===== src/rtl/mod_pack_scheduler_pkg.sv =====
// Shared pack geometry and scheduler state encoding for the modulator front end.
package mod_pkg;

  localparam int unsigned SIZE_INPUT_BIT = 8;
  localparam int unsigned SIZE_BIT_PACK  = 1976;
  localparam int unsigned SIZE_PREAMBLE  = 32;
  localparam logic [SIZE_PREAMBLE-1:0] PREAMBLE = 32'h1ACF_FC1D;

  // Preamble bytes, total bytes per pack, byte counter width
  localparam int unsigned NP       = SIZE_PREAMBLE / SIZE_INPUT_BIT;
  localparam int unsigned NT       = SIZE_BIT_PACK / SIZE_INPUT_BIT;
  localparam int unsigned SIZE_CNT = $clog2(NT);

  // ST_ prefix keeps the state literal apart from the PREAMBLE pattern constant
  typedef enum logic [1:0] {
    ST_IDLE,
    ST_PREAMBLE,
    ST_PAYLOAD,
    ST_BLANK
  } sched_state_t;

endpackage


===== src/rtl/mod_pack_scheduler_preamble_rom.sv =====
// Maps the pack byte index to the preamble byte, MSB-first; zero past the preamble.
module mod_preamble_rom
  import mod_pkg::*;
(
  input  logic [SIZE_CNT-1:0]       idx,
  output logic [SIZE_INPUT_BIT-1:0] pre_byte_c
);

  // Unrolled compare against each preamble byte position
  always_comb begin
    pre_byte_c = '0;
    for (int k = 0; k < int'(NP); k++) begin
      if (idx == SIZE_CNT'(k)) begin
        pre_byte_c = PREAMBLE[SIZE_PREAMBLE-1-SIZE_INPUT_BIT*k -: SIZE_INPUT_BIT];
      end
    end
  end

endmodule


===== src/rtl/mod_pack_scheduler.sv =====
// Frames the modulator byte stream into preamble + payload packs, filling gaps with blank packs.
module mod_pack_scheduler
  import mod_pkg::*;
#(
  parameter bit BLANK_FILL = 1'b1
) (
  input  logic                      i_clk,
  input  logic                      i_reset,
  input  logic                      i_enable,
  input  logic                      i_pkt_avail,
  input  logic [SIZE_INPUT_BIT-1:0] i_s_data,
  input  logic                      i_s_valid,
  output logic                      o_s_ready,
  output logic [SIZE_INPUT_BIT-1:0] o_data,
  output logic                      o_valid,
  input  logic                      i_mod_ready,
  output logic                      o_pack_type,
  output logic                      o_pack_done,
  output logic                      o_underrun,
  output logic [15:0]               o_pack_cnt
);

  sched_state_t              state_q, state_d;
  logic [SIZE_CNT-1:0]       cnt_q, cnt_d;
  logic                      pack_type_q, pack_type_d;
  logic                      pack_done_q, pack_done_d;
  logic                      underrun_q, underrun_d;
  logic [15:0]               pack_cnt_q, pack_cnt_d;
  logic [SIZE_INPUT_BIT-1:0] pre_byte_c;
  logic                      xfer_c;
  logic                      start_c;

  mod_preamble_rom u_rom (
    .idx        (cnt_q),
    .pre_byte_c (pre_byte_c)
  );

  assign o_pack_type = pack_type_q;
  assign o_pack_done = pack_done_q;
  assign o_underrun  = underrun_q;
  assign o_pack_cnt  = pack_cnt_q;

  // State and bookkeeping registers; reset aborts any pack in flight
  always_ff @(posedge i_clk or posedge i_reset) begin
    if (i_reset) begin
      state_q     <= ST_IDLE;
      cnt_q       <= '0;
      pack_type_q <= 1'b0;
      pack_done_q <= 1'b0;
      underrun_q  <= 1'b0;
      pack_cnt_q  <= '0;
    end else begin
      state_q     <= state_d;
      cnt_q       <= cnt_d;
      pack_type_q <= pack_type_d;
      pack_done_q <= pack_done_d;
      underrun_q  <= underrun_d;
      pack_cnt_q  <= pack_cnt_d;
    end
  end

  // Byte-lane muxing plus next-state; payload is a zero-latency pass-through
  always_comb begin
    o_valid     = 1'b0;
    o_data      = '0;
    o_s_ready   = 1'b0;
    state_d     = state_q;
    cnt_d       = cnt_q;
    pack_type_d = pack_type_q;
    pack_done_d = 1'b0;
    underrun_d  = underrun_q;
    pack_cnt_d  = pack_cnt_q;

    start_c = i_enable && (i_pkt_avail || BLANK_FILL);

    case (state_q)
      ST_PREAMBLE: begin
        o_valid = 1'b1;
        o_data  = pre_byte_c;
      end
      ST_PAYLOAD: begin
        o_valid   = i_s_valid;
        o_data    = i_s_data;
        o_s_ready = i_mod_ready;
      end
      ST_BLANK: begin
        o_valid = 1'b1;
      end
      default: ;
    endcase

    xfer_c = o_valid && i_mod_ready;

    case (state_q)
      ST_IDLE: begin
        cnt_d = '0;
        if (start_c) begin
          state_d     = ST_PREAMBLE;
          pack_type_d = i_pkt_avail;
        end
      end
      ST_PREAMBLE: begin
        if (xfer_c) begin
          cnt_d = cnt_q + SIZE_CNT'(1);
          if (cnt_q == SIZE_CNT'(NP - 1)) begin
            state_d = pack_type_q ? ST_PAYLOAD : ST_BLANK;
          end
        end
      end
      ST_PAYLOAD, ST_BLANK: begin
        if (state_q == ST_PAYLOAD && !i_s_valid) begin
          underrun_d = 1'b1;
        end
        if (xfer_c) begin
          if (cnt_q == SIZE_CNT'(NT - 1)) begin
            // Pack end: decide the next pack in this same cycle so packs run back to back
            cnt_d       = '0;
            pack_done_d = 1'b1;
            pack_cnt_d  = pack_cnt_q + 16'd1;
            if (start_c) begin
              state_d     = ST_PREAMBLE;
              pack_type_d = i_pkt_avail;
            end else begin
              state_d = ST_IDLE;
            end
          end else begin
            cnt_d = cnt_q + SIZE_CNT'(1);
          end
        end
      end
      default: state_d = ST_IDLE;
    endcase
  end

endmodule


===== config.mk =====
export PLATFORM = sky130hd
export DESIGN_NAME = mod_pack_scheduler
export DESIGN_NICKNAME = d
export VERILOG_FILES = /design/src/rtl/mod_pack_scheduler_pkg.sv /design/src/rtl/mod_pack_scheduler_preamble_rom.sv /design/src/rtl/mod_pack_scheduler.sv
export SDC_FILE = /design/constraint.sdc
export NUM_CORES = 1
export LEC_CHECK = 0
export ABC_AREA = 0
export ABC_CLOCK_PERIOD_IN_PS = 2100
export CORE_UTILIZATION = 46
export CTS_CLUSTER_DIAMETER = 60
export DETAILED_ROUTE_END_ITERATION = 8
export HOLD_SLACK_MARGIN = 0.02
export PLACE_DENSITY = 0.75
export SLEW_MARGIN = 10
export SYNTH_ARGS = -nofsm -noshare
export SYNTH_HDL_FRONTEND = slang
export SYNTH_HIERARCHICAL = 1
export SYNTH_SLANG_ARGS = --single-unit

===== constraint.sdc =====
create_clock -name i_clk -period 2.1 [get_ports i_clk]
set_input_delay 0.21 -clock i_clk [delete_from_list [all_inputs] [get_ports i_clk]]
set_output_delay 0.21 -clock i_clk [all_outputs]
set_load 0.05 [all_outputs]

==> summary.txt, run 1 <==
Layout
  • Synth-to-Final Area Change: 50.7%
  • Leading cell types in the layout, fill and taps excluded: sky130_fd_sc_hd__clkdlybuf4s50_1 (32), sky130_fd_sc_hd__dfrtp_1 (29), sky130_fd_sc_hd__buf_4 (23)
  • Share of post-route cells with drive strength above 1: 0.346
  • Number of nets in the final layout: 285
  • Layout Utilization: 0.723
  • Most frequent standard cell in the layout excluding fill and tap cells: sky130_fd_sc_hd__clkdlybuf4s50_1
  • Count of inserted antenna diode cells: 0
  • Post-Layout Inst Area: 2910 sq um

Synth
  • Syn nets: 218
  • Library cells used by synthesis: 51
  • Prevailing post-synth register cell: sky130_fd_sc_hd__dfrtp_1
  • Synth Cell Area: 1930 sq um
  • #FFs+latches synth: 29
  • Number of instances in the synthesized netlist: 195
  • Proportion of synthesized chip area in sequential cells: 0.375
  • Warning count from the yosys run: 6
  • Number of flops mapped to enable cells by yosys: 0
  • FFs w/ async S/R, synth: 1.00
  • Mean area per synthesized cell: 9.91 sq um

Critical path
  • Register-to-register path setup slack: 0.06 ns
  • Kind of start point of the critical path: flop
  • Worst setup path category: flop to primary output
  • CP endpoint: o_data[5]
  • Highest-delay cell along the critical path: sky130_fd_sc_hd__or4_4
  • Series of cell instances along the critical path: or4_4 -> nor4b_4 -> a22oi_2 -> nor2b_2 -> buf_12
  • Logic depth of the worst path, buffers included: 5
  • Startpoint of the most critical register-to-register path: state_q[1]
  • Number of cells on the worst reg-to-reg path: 6
  • Critical path origin: cnt_q[3]
  • Endpoint kind of the worst setup timing path: primary output
  • CP required: 1.89 ns
  • Data arrival time of the critical path: 1.99 ns
  • Number of buffers and inverters on the critical path: 1
  • Kind of cell adding the most delay to the critical path: simple AND/OR/NAND/NOR gates
  • CP max stage delay: 0.63 ns
  • Maximum fanout count along the critical path: 7
  • Endpoint of the worst-slack reg-to-reg timing path: o_pack_cnt[2]

Clock network
  • Number of buffers created by CTS: 5
  • Clock tree from TritonCTS: built
  • Clock Sinks: 29
  • Hold-fix buffer count after cts: 0
  • Later-pin clock latency in the skew report: 0.29 ns
  • Clock root buffer master: sky130_fd_sc_hd__clkbuf_8
  • H-tree depth reported by CTS: 2
  • Number of buffers on the longest clock path: 2
  • CTS clk-pin slew, worst paths: 0.07 ns

Detailed routing
  • Number of vias in the routed layout: 1,787
  • Via-per-instance ratio: 5.71
  • Routed length per placed instance: 16.3 microns
  • Violation count after the first detailed-routing iteration: 96
  • Total routed wirelength: 5.09 mm
  • Antenna violation net count after detailed routing: 0
  • Remaining routing DRC violations: 0
  • Router iterations before antenna repair: 4

Die
  • Effective utilization at floorplan: 0.480
  • Die Width: 66.8 microns
  • Number of placed I/O pins: 43
  • Area of the die: 4470 sq um
  • Die Y-Extent: 66.8 microns
  • Placeable core region: 4030 sq um
  • Number of rows in the core area: 23

STA
  • Clock Skews: 0.00854 ns
  • Min Clock Period, post-route: 2.20 ns
  • F_max: 454 MHz
  • Final WS setup: -0.102 ns
  • # setup viols final: 5
  • Period Utilization, post-route: 1.05
  • Number of failing hold endpoints at the final stage: 0
  • Worst relative slew slack: 0.649
  • RSZ-0062 raised after global routing: yes
  • Transition time at the pin with the least slew margin: 0.522 ns
  • Final Slew Violations: 0

Hold path
  • Worst hold path type: primary input to async pin

Global routing
  • Tot GR Track Use: 0.240
  • Number of global-route vias before repair: 1,637
  • Largest net degree at the start of global routing: 30
  • First-pass GRT wire length: 7.85 mm
  • Aggregate global routing overflow: 0
  • Antenna violations before repair: 0

Place
  • Gp weighted congestion: 0.816
  • Total of buffers placed on input and output ports: 42
  • Worst slack, placed: -0.0239 ns
  • Dpl cell area: 2630 sq um
  • Placed wire-length estimate after detailed placement: 3.55 mm

Run status
  • Run status: complete, but fails checks
  • Violations in the final reports: negative setup slack

Power and ir drop
  • Leakage power total: 1.31 nW
  • Design Power: 0.00388 W
  • Worst IR Drop VDD: 0.838 mV
  • Pwr dens: 1330 nW/um^2

Run
  • Number of maximum-capacitance constraint violations: 0
cells in the mapped netlist, drive strengths merged (5+ instances only):
cell / number / area share
a22oi: 8 / 0.031
dfrtp: 29 / 0.38
ha: 9 / 0.058
inv: 11 / 0.021
nand2: 9 / 0.017
nand3: 10 / 0.026
nand4: 5 / 0.016
nor2: 13 / 0.027
nor2b: 10 / 0.032
nor3: 10 / 0.034
nor4: 12 / 0.052
o21ai: 7 / 0.018
xnor2: 5 / 0.023
xor2: 11 / 0.050
sequential cells by signal, summed over array words and instances, names as in the netlist:
| register | cells |
|---|---|
| cnt_q | 8 |
| o_pack_cnt | 16 |
| o_pack_done | 1 |
| o_pack_type | 1 |
| o_underrun | 1 |
| state_q | 2 |
how the worst min path moves through the flow:
stage / to / slack, ns / start / depth (start not counted)
2_1_floorplan: cnt_q[0] / 0.29 / i_reset / 1
3_3_place_gp: o_underrun / 0.44 / o_underrun / 1
3_5_place_dp: o_underrun / 0.44 / o_underrun / 1
4_1_cts: cnt_q[0] / 0.30 / i_reset / 3
5_1_grt: o_pack_done / 0.34 / i_reset / 3
6_report: cnt_q[0] / 0.28 / i_reset / 3
worst reg2reg max path, cell delays in order (launching register included):
cell                       delay (ns)
sky130_fd_sc_hd__dfrtp_1         0.43
sky130_fd_sc_hd__inv_2           0.08
sky130_fd_sc_hd__ha_2            0.18
sky130_fd_sc_hd__nand2b_4        0.15
sky130_fd_sc_hd__or3_4           0.43
sky130_fd_sc_hd__or4_4           0.53
sky130_fd_sc_hd__xnor2_1         0.13
area by class of cell:
type | instances | area [sq um]
fillers | 285 | 1110
well taps | 50 | 62.6
multi-input cells | 149 | 1270
repair buffers | 66 | 708
clock buffers | 7 | 96.3
clock inverters | 1 | 5.00
flip-flops and latches | 29 | 726
inverters | 11 | 41.3
timing repair:
action	in CTS	in global routing
pin swaps	3	2
cloned	0	0
resized for setup	8	20
setup endpoints to repair	20	24
setup buffers	3	4
layer usage:
layer,up-vias,share of wire,track usage
met1,893,0.45,0.317
met4,0,0.015,0.0931
met3,9,0.030,0.0462
li1,853,-,-
met2,32,0.50,0.383
met5,-,0,0
power by group:
group | internal [W] | switching, W | total [W]
Combinational | 0.00124 | 0.00142 | 0.00267
Clock | 0.000296 | 0.000221 | 0.000516
Sequential | 0.000626 | 0.0000656 | 0.000692
metrics by stage:
stage / instances / hold WS [ns] / setup TNS [ns]
6_report: 313 / 0.280 / -0.333
5_1_grt: 313 / 0.342 / -0.680
4_1_cts: 309 / 0.299 / -0.194
3_5_place_dp: 298 / 0.444 / -0.0239
3_3_place_gp: 298 / 0.441 / 0
2_1_floorplan: 195 / 0.288 / -0.0356
kinds of logic after synthesis:
family | synth area share
simple gates | 0.298
compound gates | 0.132
flops | 0.375
buf+inv | 0.0408
xor+xnor | 0.0725
fa+ha+maj | 0.0583
mux | 0.0227
No activity file was read; power rests on OpenSTA's default activity.
==> inputs of run 2 (changes only) <==
Settings changed: CELL_PAD_IN_SITES_DETAIL_PLACEMENT set to 0, CELL_PAD_IN_SITES_GLOBAL_PLACEMENT set to 1, CORE_UTILIZATION 46 to 35, PLACE_DENSITY 0.75 to 0.74.
==> summary.txt, run 2 (synthesis gave the netlist of run 1 again) <==
Power and ir drop
  • Gate power share: 0.696 (+0.008)
  • Pwr dens: 1300 nW/um^2 (-2.6%)
  • Internal power consumption: 0.00211 W (-2.8%)
  • Relative contribution of the clock network to total power: 0.119 (-0.014)
  • Proportion of power drawn by flip-flops and latches: 0.185 (+0.007)
  • Switching pwr: 0.00168 W (-1.9%)
  • Leakage power total: 1.30 nW (-0.54%)
  • Worst IR Drop VDD: 1.09 mV (+30%)
  • Switching part of the total power: 0.443 (+0.00233)

Detailed routing
  • Violation count after the first detailed-routing iteration: 68 (-29%)
  • Router iterations before antenna repair: 4 (unchanged)
  • Number of vias in the routed layout: 1,747 (-2.2%)
  • Remaining routing DRC violations: 0 (unchanged)
  • Via-per-instance ratio: 5.18 (-9.2%)
  • Routed length per placed instance: 14.1 microns (-13%)
  • Antenna violation net count after detailed routing: 0 (unchanged)
  • Total routed wirelength: 4.75 mm (-6.6%)

Place
  • Cell count after placement: 326 (+9.4%)
  • Placed wire-length estimate after detailed placement: 3.58 mm (+1.0%)
  • Total of buffers placed on input and output ports: 42 (unchanged)
  • Gp weighted congestion: 0.758 (-7.1%)

Clock network
  • Clock Sinks: 29 (unchanged)
  • Later-pin clock latency in the skew report: 0.28 ns (about the same)
  • Clock root buffer master: sky130_fd_sc_hd__clkbuf_8
  • CTS clk-pin slew, worst paths: 0.07 ns (about the same)
  • Number of buffers created by CTS: 5 (unchanged)
  • Number of buffers on the longest clock path: 2 (unchanged)
  • Clock tree from TritonCTS: built
  • H-tree depth reported by CTS: 2 (unchanged)

Die
  • Die Y-Extent: 76.3 microns (+14%)
  • Number of rows in the core area: 26 (+13%)
  • Number of placed I/O pins: 43 (unchanged)
  • Area of the die: 5820 sq um (+30%)
  • Die Width: 76.3 microns (+14%)
  • Effective utilization at floorplan: 0.371 (-0.108)
  • Placeable core region: 5200 sq um (+29%)

Critical path
  • Data arrival time of the critical path: 1.95 ns (-0.04 ns)
  • Endpoint kind of the worst setup timing path: primary output
  • CP required: 1.89 ns (about the same)
  • Worst setup path category: flop to primary output
  • Kind of start point of the critical path: flop
  • Register-to-register path setup slack: 0.08 ns (+0.02 ns)
  • Maximum fanout count along the critical path: 7 (unchanged)
  • Startpoint of the most critical register-to-register path: state_q[0]
  • Number of cells on the worst reg-to-reg path: 6 (unchanged)
  • Critical path origin: cnt_q[3]
  • Endpoint of the worst-slack reg-to-reg timing path: o_pack_cnt[2]

STA
  • Number of failing hold endpoints at the final stage: 0 (unchanged)
  • Final Slew Violations: 0 (unchanged)
  • # setup viols final: 5 (unchanged)
  • RSZ-0062 raised after global routing: yes
  • Transition time at the pin with the least slew margin: 0.493 ns (-0.0290 ns)
  • Min Clock Period, post-route: 2.16 ns (-0.0396 ns)
  • Final WS setup: -0.0622 ns (+0.0396 ns)
  • Worst relative slew slack: 0.670 (+0.0215)
  • Clock Skews: 0.00802 ns (-0.000522 ns)
  • Period Utilization, post-route: 1.03 (-0.0189)
  • F_max: 462 MHz (+1.8%)

Layout
  • Storage element area: 727 sq um (+0.17%)
  • Final non-filler cell total: 337 (+7.7%)
  • Share of post-route cells with drive strength above 1: 0.330 (-0.0164)
  • Area of the multi-input gates: 1240 sq um (-2.4%)
  • Number of nets in the final layout: 289 (+1.4%)
  • Synth-to-Final Area Change: 50.9%
  • Count of inserted antenna diode cells: 0 (unchanged)
  • Leading cell types in the layout, fill and taps excluded: sky130_fd_sc_hd__clkdlybuf4s50_1 (32), sky130_fd_sc_hd__dfrtp_1 (28), sky130_fd_sc_hd__buf_4 (27)
  • Most frequent standard cell in the layout excluding fill and tap cells: sky130_fd_sc_hd__clkdlybuf4s50_1
  • Flip-flop count of the largest register, all copies and words added: 16 (unchanged)
  • Fillers: 471 (+65%)
  • Layout Utilization: 0.561 (-0.163)

Global routing
  • Number of global-route vias before repair: 1,707 (+4.3%)
  • First-pass GRT wire length: 8.28 mm (+5.5%)
  • Largest net degree at the start of global routing: 30 (unchanged)
  • Aggregate global routing overflow: 0 (unchanged)
  • Antenna violations before repair: 0 (unchanged)
  • Tot GR Track Use: 0.176 (-0.0634)

Run status
  • Violations in the final reports: negative setup slack
  • Run status: complete, but fails checks

Run
  • Number of maximum-capacitance constraint violations: 0 (unchanged)

Hold path
  • Worst hold path type: primary input to async pin
run 2: cell count changes in the layout (fill, tap and decap cells not counted), sizes merged:
cell    delta
buf        +4
clkbuf     -1
clkinv     +1
run 2: routing by layer:
layer,track usage,vias up,share of wire
met4,0.0462,0,0.0072
met2,0.298,34,0.49
met1,0.230,851,0.47
met3,0.0335,4,0.034
li1,-,858,-
met5,0,-,0
run 2: how the worst max path moves through the flow:
stage	cells after the start	endpoint
floorplan	6	o_data[7]
global placement	6	state_q[1]
detailed placement	6	o_pack_cnt[2]
CTS	5	o_data[5]
global route	5	o_data[5]
finish	5	o_data[5]
run 2: area by class of cell:
| class | instances | share of cell area |
|---|---|---|
| clock inverter | 2 | 0.00343 |
| inverter | 11 | 0.0142 |
| multi-input combinational | 149 | 0.427 |
| clock buffer | 6 | 0.0249 |
| tap | 70 | 0.0300 |
| sequential | 29 | 0.249 |
| timing repair buffer | 70 | 0.252 |
run 2: critical path, cell delays in order, from the launching register on:
cell,delay (ns)
sky130_fd_sc_hd__dfrtp_1,0.38
sky130_fd_sc_hd__or4_4,0.62
sky130_fd_sc_hd__nor4b_4,0.28
sky130_fd_sc_hd__a22oi_2,0.08
sky130_fd_sc_hd__nor2b_2,0.17
sky130_fd_sc_hd__buf_12,0.15
run 2: what timing repair did:
item	CTS	global route
pin swaps	1	3
endpoints found under the setup margin	15	30
setup buffers	2	1
resized for setup	7	13
hold buffers	0	0
run 2: power groups by stage:
stage	combinational [W]	clock (W)	sequential (W)
3_5_place_dp	0.00253	0	0.000707
2_1_floorplan	0.00136	0	0.000808
3_3_place_gp	0.00252	0	0.000705
4_1_cts	0.00258	0.000460	0.000693
6_report	0.00263	0.000450	0.000698
5_1_grt	0.00281	0.000476	0.000709
run 2: per-stage QoR:
step                      setup WS [ns]  cell area [sq um]  setup TNS [ns]  hold slack (ns)  total power [W]
after global routing             -0.135               2920          -0.733            0.367          0.00400
after detailed placement        -0.0375               2710          -0.193            0.447          0.00324
final                           -0.0622               2920          -0.136            0.297          0.00378
after global placement           0.0363               2710               0            0.447          0.00323
after floorplan                 -0.0356               1950         -0.0356            0.288          0.00217
after CTS                       -0.0757               2850          -0.257            0.315          0.00373
==> inputs of run 3 (changes only) <==
Settings changed: PLACE_DENSITY 0.74 to not set, PLACE_DENSITY_LB_ADDON set to 0.1.
==> summary.txt, run 3 (synthesis gave the netlist of run 1 again) <==
Critical path
  • CP endpoint: o_data[5]
  • Logic depth of the worst path, buffers included: 5 (unchanged)
  • Highest-delay cell along the critical path: sky130_fd_sc_hd__or4_4
  • Startpoint of the most critical register-to-register path: state_q[0]
  • Kind of cell adding the most delay to the critical path: simple AND/OR/NAND/NOR gates
  • CP required: 1.89 ns (about the same)
  • Critical path origin: cnt_q[2]
  • Register-to-register path setup slack: 0.07 ns (about the same)
  • Worst setup path category: flop to primary output
  • Endpoint kind of the worst setup timing path: primary output
  • Data arrival time of the critical path: 1.97 ns (+0.02 ns)
  • Number of cells on the worst reg-to-reg path: 6 (unchanged)
  • Series of cell instances along the critical path: or4_4 -> nor4b_4 -> a22oi_2 -> nor2b_2 -> buf_12
  • Endpoint of the worst-slack reg-to-reg timing path: state_q[1]
  • CP max stage delay: 0.51 ns (-0.11 ns)
  • Kind of start point of the critical path: flop
  • Maximum fanout count along the critical path: 9 (+2)
  • Number of buffers and inverters on the critical path: 1 (unchanged)

Detailed routing
  • Antenna violation net count after detailed routing: 0 (unchanged)
  • Router iterations before antenna repair: 4 (unchanged)
  • Routed length per placed instance: 15.3 microns (+8.7%)
  • Violation count after the first detailed-routing iteration: 52 (-24%)
  • Total routed wirelength: 5.12 mm (+7.7%)
  • Via-per-instance ratio: 5.31 (+2.3%)
  • Remaining routing DRC violations: 0 (unchanged)
  • Number of vias in the routed layout: 1,772 (+1.4%)

STA
  • Period Utilization, post-route: 1.04 (+0.00688)
  • Min Clock Period, post-route: 2.18 ns (+0.0144 ns)
  • Final WS setup: -0.0767 ns (-0.0144 ns)
  • # setup viols final: 4 (-1)
  • Clock Skews: 0.00644 ns (-0.00158 ns)
  • Worst relative slew slack: 0.637 (-0.0333)
  • Setup TNS: -0.166 ns (-0.0298 ns)
  • F_max: 459 MHz (-0.66%)
  • RSZ-0062 raised after global routing: yes
  • Number of failing hold endpoints at the final stage: 0 (unchanged)
  • Transition time at the pin with the least slew margin: 0.540 ns (+0.0465 ns)
  • Final Slew Violations: 0 (unchanged)

Clock network
  • Number of buffers on the longest clock path: 2 (unchanged)
  • Hold-fix buffer count after cts: 0 (unchanged)
  • Clock tree from TritonCTS: built
  • Later-pin clock latency in the skew report: 0.28 ns (about the same)
  • Number of buffers created by CTS: 5 (unchanged)
  • CTS clk-pin slew, worst paths: 0.07 ns (about the same)
  • Clock root buffer master: sky130_fd_sc_hd__clkbuf_8
  • H-tree depth reported by CTS: 2 (unchanged)
  • Clock Sinks: 29 (unchanged)

Die
  • Effective utilization at floorplan: 0.371 (unchanged)
  • Number of placed I/O pins: 43 (unchanged)
  • Placeable core region: 5200 sq um (unchanged)
  • Die Width: 76.3 microns (unchanged)
  • Area of the die: 5820 sq um (unchanged)
  • Number of rows in the core area: 26 (unchanged)
  • Die Y-Extent: 76.3 microns (unchanged)

Global routing
  • Antenna violations before repair: 0 (unchanged)
  • Tot GR Track Use: 0.186 (+0.00928)
  • Number of global-route vias before repair: 1,779 (+4.2%)
  • Aggregate global routing overflow: 0 (unchanged)
  • First-pass GRT wire length: 8.61 mm (+4.0%)
  • Largest net degree at the start of global routing: 30 (unchanged)

Power and ir drop
  • Worst IR Drop VDD: 1.62 mV (+49%)
  • Pwr dens: 1320 nW/um^2 (+1.8%)
  • Leakage power total: 1.30 nW (about the same)
  • Design Power: 0.00388 W (+2.6%)

Hold path
  • Worst hold path type: primary input to async pin

Layout
  • Area of the multi-input gates: 1260 sq um (+0.90%)
  • Layout Utilization: 0.565 (+0.00433)
  • Synth-to-Final Area Change: 52.1%
  • Post-Layout Inst Area: 2940 sq um (+0.77%)
  • Storage element area: 727 sq um (unchanged)
  • Count of inserted antenna diode cells: 0 (unchanged)
  • Leading cell types in the layout, fill and taps excluded: sky130_fd_sc_hd__clkdlybuf4s50_1 (32), sky130_fd_sc_hd__dfrtp_1 (28), sky130_fd_sc_hd__buf_4 (25)
  • Share of post-route cells with drive strength above 1: 0.341 (+0.0113)
  • Number of nets in the final layout: 286 (-1.0%)
  • Most frequent standard cell in the layout excluding fill and tap cells: sky130_fd_sc_hd__clkdlybuf4s50_1
  • Flip-flop count of the largest register, all copies and words added: 16 (unchanged)
  • Fillers: 449 (-4.7%)

Place
  • Worst slack, placed: -0.0494 ns (-0.0119 ns)
  • Placed wire-length estimate after detailed placement: 3.82 mm (+6.5%)
  • Total of buffers placed on input and output ports: 42 (unchanged)
  • Gp weighted congestion: 0.764 (+0.79%)
  • Dpl cell area: 2670 sq um (-1.4%)

Run
  • Number of maximum-capacitance constraint violations: 0 (unchanged)

Run status
  • Run status: complete, but fails checks
  • Violations in the final reports: negative setup slack
==> run 3: changes by cell type in the layout (fill, tap and decap cells not counted), sizes merged <==
cell and change:
clkinv -2, buf -3, clkinvlp +1, bufinv +1
==> run 3: area by class of cell <==
| class | instances | share of cell area |
|---|---|---|
| tap | 70 | 0.0298 |
| inverter | 11 | 0.0140 |
| clock inverter | 2 | 0.0128 |
| timing repair buffer | 67 | 0.241 |
| multi-input combinational | 149 | 0.427 |
| sequential | 29 | 0.247 |
| clock buffer | 6 | 0.0281 |
==> run 3: power by group <==
group | internal (W) | switching (W) | total (W)
clock | 0.000386 | 0.000232 | 0.000618
combinational | 0.00119 | 0.00138 | 0.00257
sequential | 0.000627 | 0.0000632 | 0.000690
total | 0.00220 | 0.00168 | 0.00388
==> run 3: metal layers <==
layer / vias up / wire [microns] / global-route usage
met5: - / 0 / 0
met4: 0 / 103 / 0.0827
met3: 8 / 232 / 0.0455
met2: 48 / 2610 / 0.323
met1: 868 / 2180 / 0.214
li1: 848 / - / -
==> run 3: what timing repair did <==
| item | 4_1_cts | 5_1_grt |
|---|---|---|
| setup buffers | 4 | 1 |
| gates resized for setup | 7 | 16 |
| cloned | 0 | 0 |
| pin swaps | 3 | 4 |
| endpoints found under the setup margin | 17 | 24 |
==> run 3: per-stage QoR <==
step / instances / hold WS (ns)
floorplan: 195 / 0.288
global placement: 321 / 0.437
detailed placement: 321 / 0.443
CTS: 333 / 0.322
global route: 334 / 0.340
finish: 334 / 0.309
==> run 3: worst min-delay path, stage by stage <==
cell                              delay (ns)
sky130_fd_sc_hd__clkdlybuf4s50_1        0.40
sky130_fd_sc_hd__inv_1                  0.05
sky130_fd_sc_hd__buf_4                  0.35
==> run 3: how the worst min path moves through the flow <==
stage | start | end | slack, ns | depth (start not counted)
floorplan | i_reset | cnt_q[0] | 0.29 | 1
global placement | o_underrun | o_underrun | 0.44 | 1
detailed placement | o_underrun | o_underrun | 0.44 | 1
CTS | i_reset | o_pack_done | 0.32 | 3
global route | i_reset | o_pack_done | 0.34 | 3
finish | i_reset | o_pack_done | 0.31 | 3
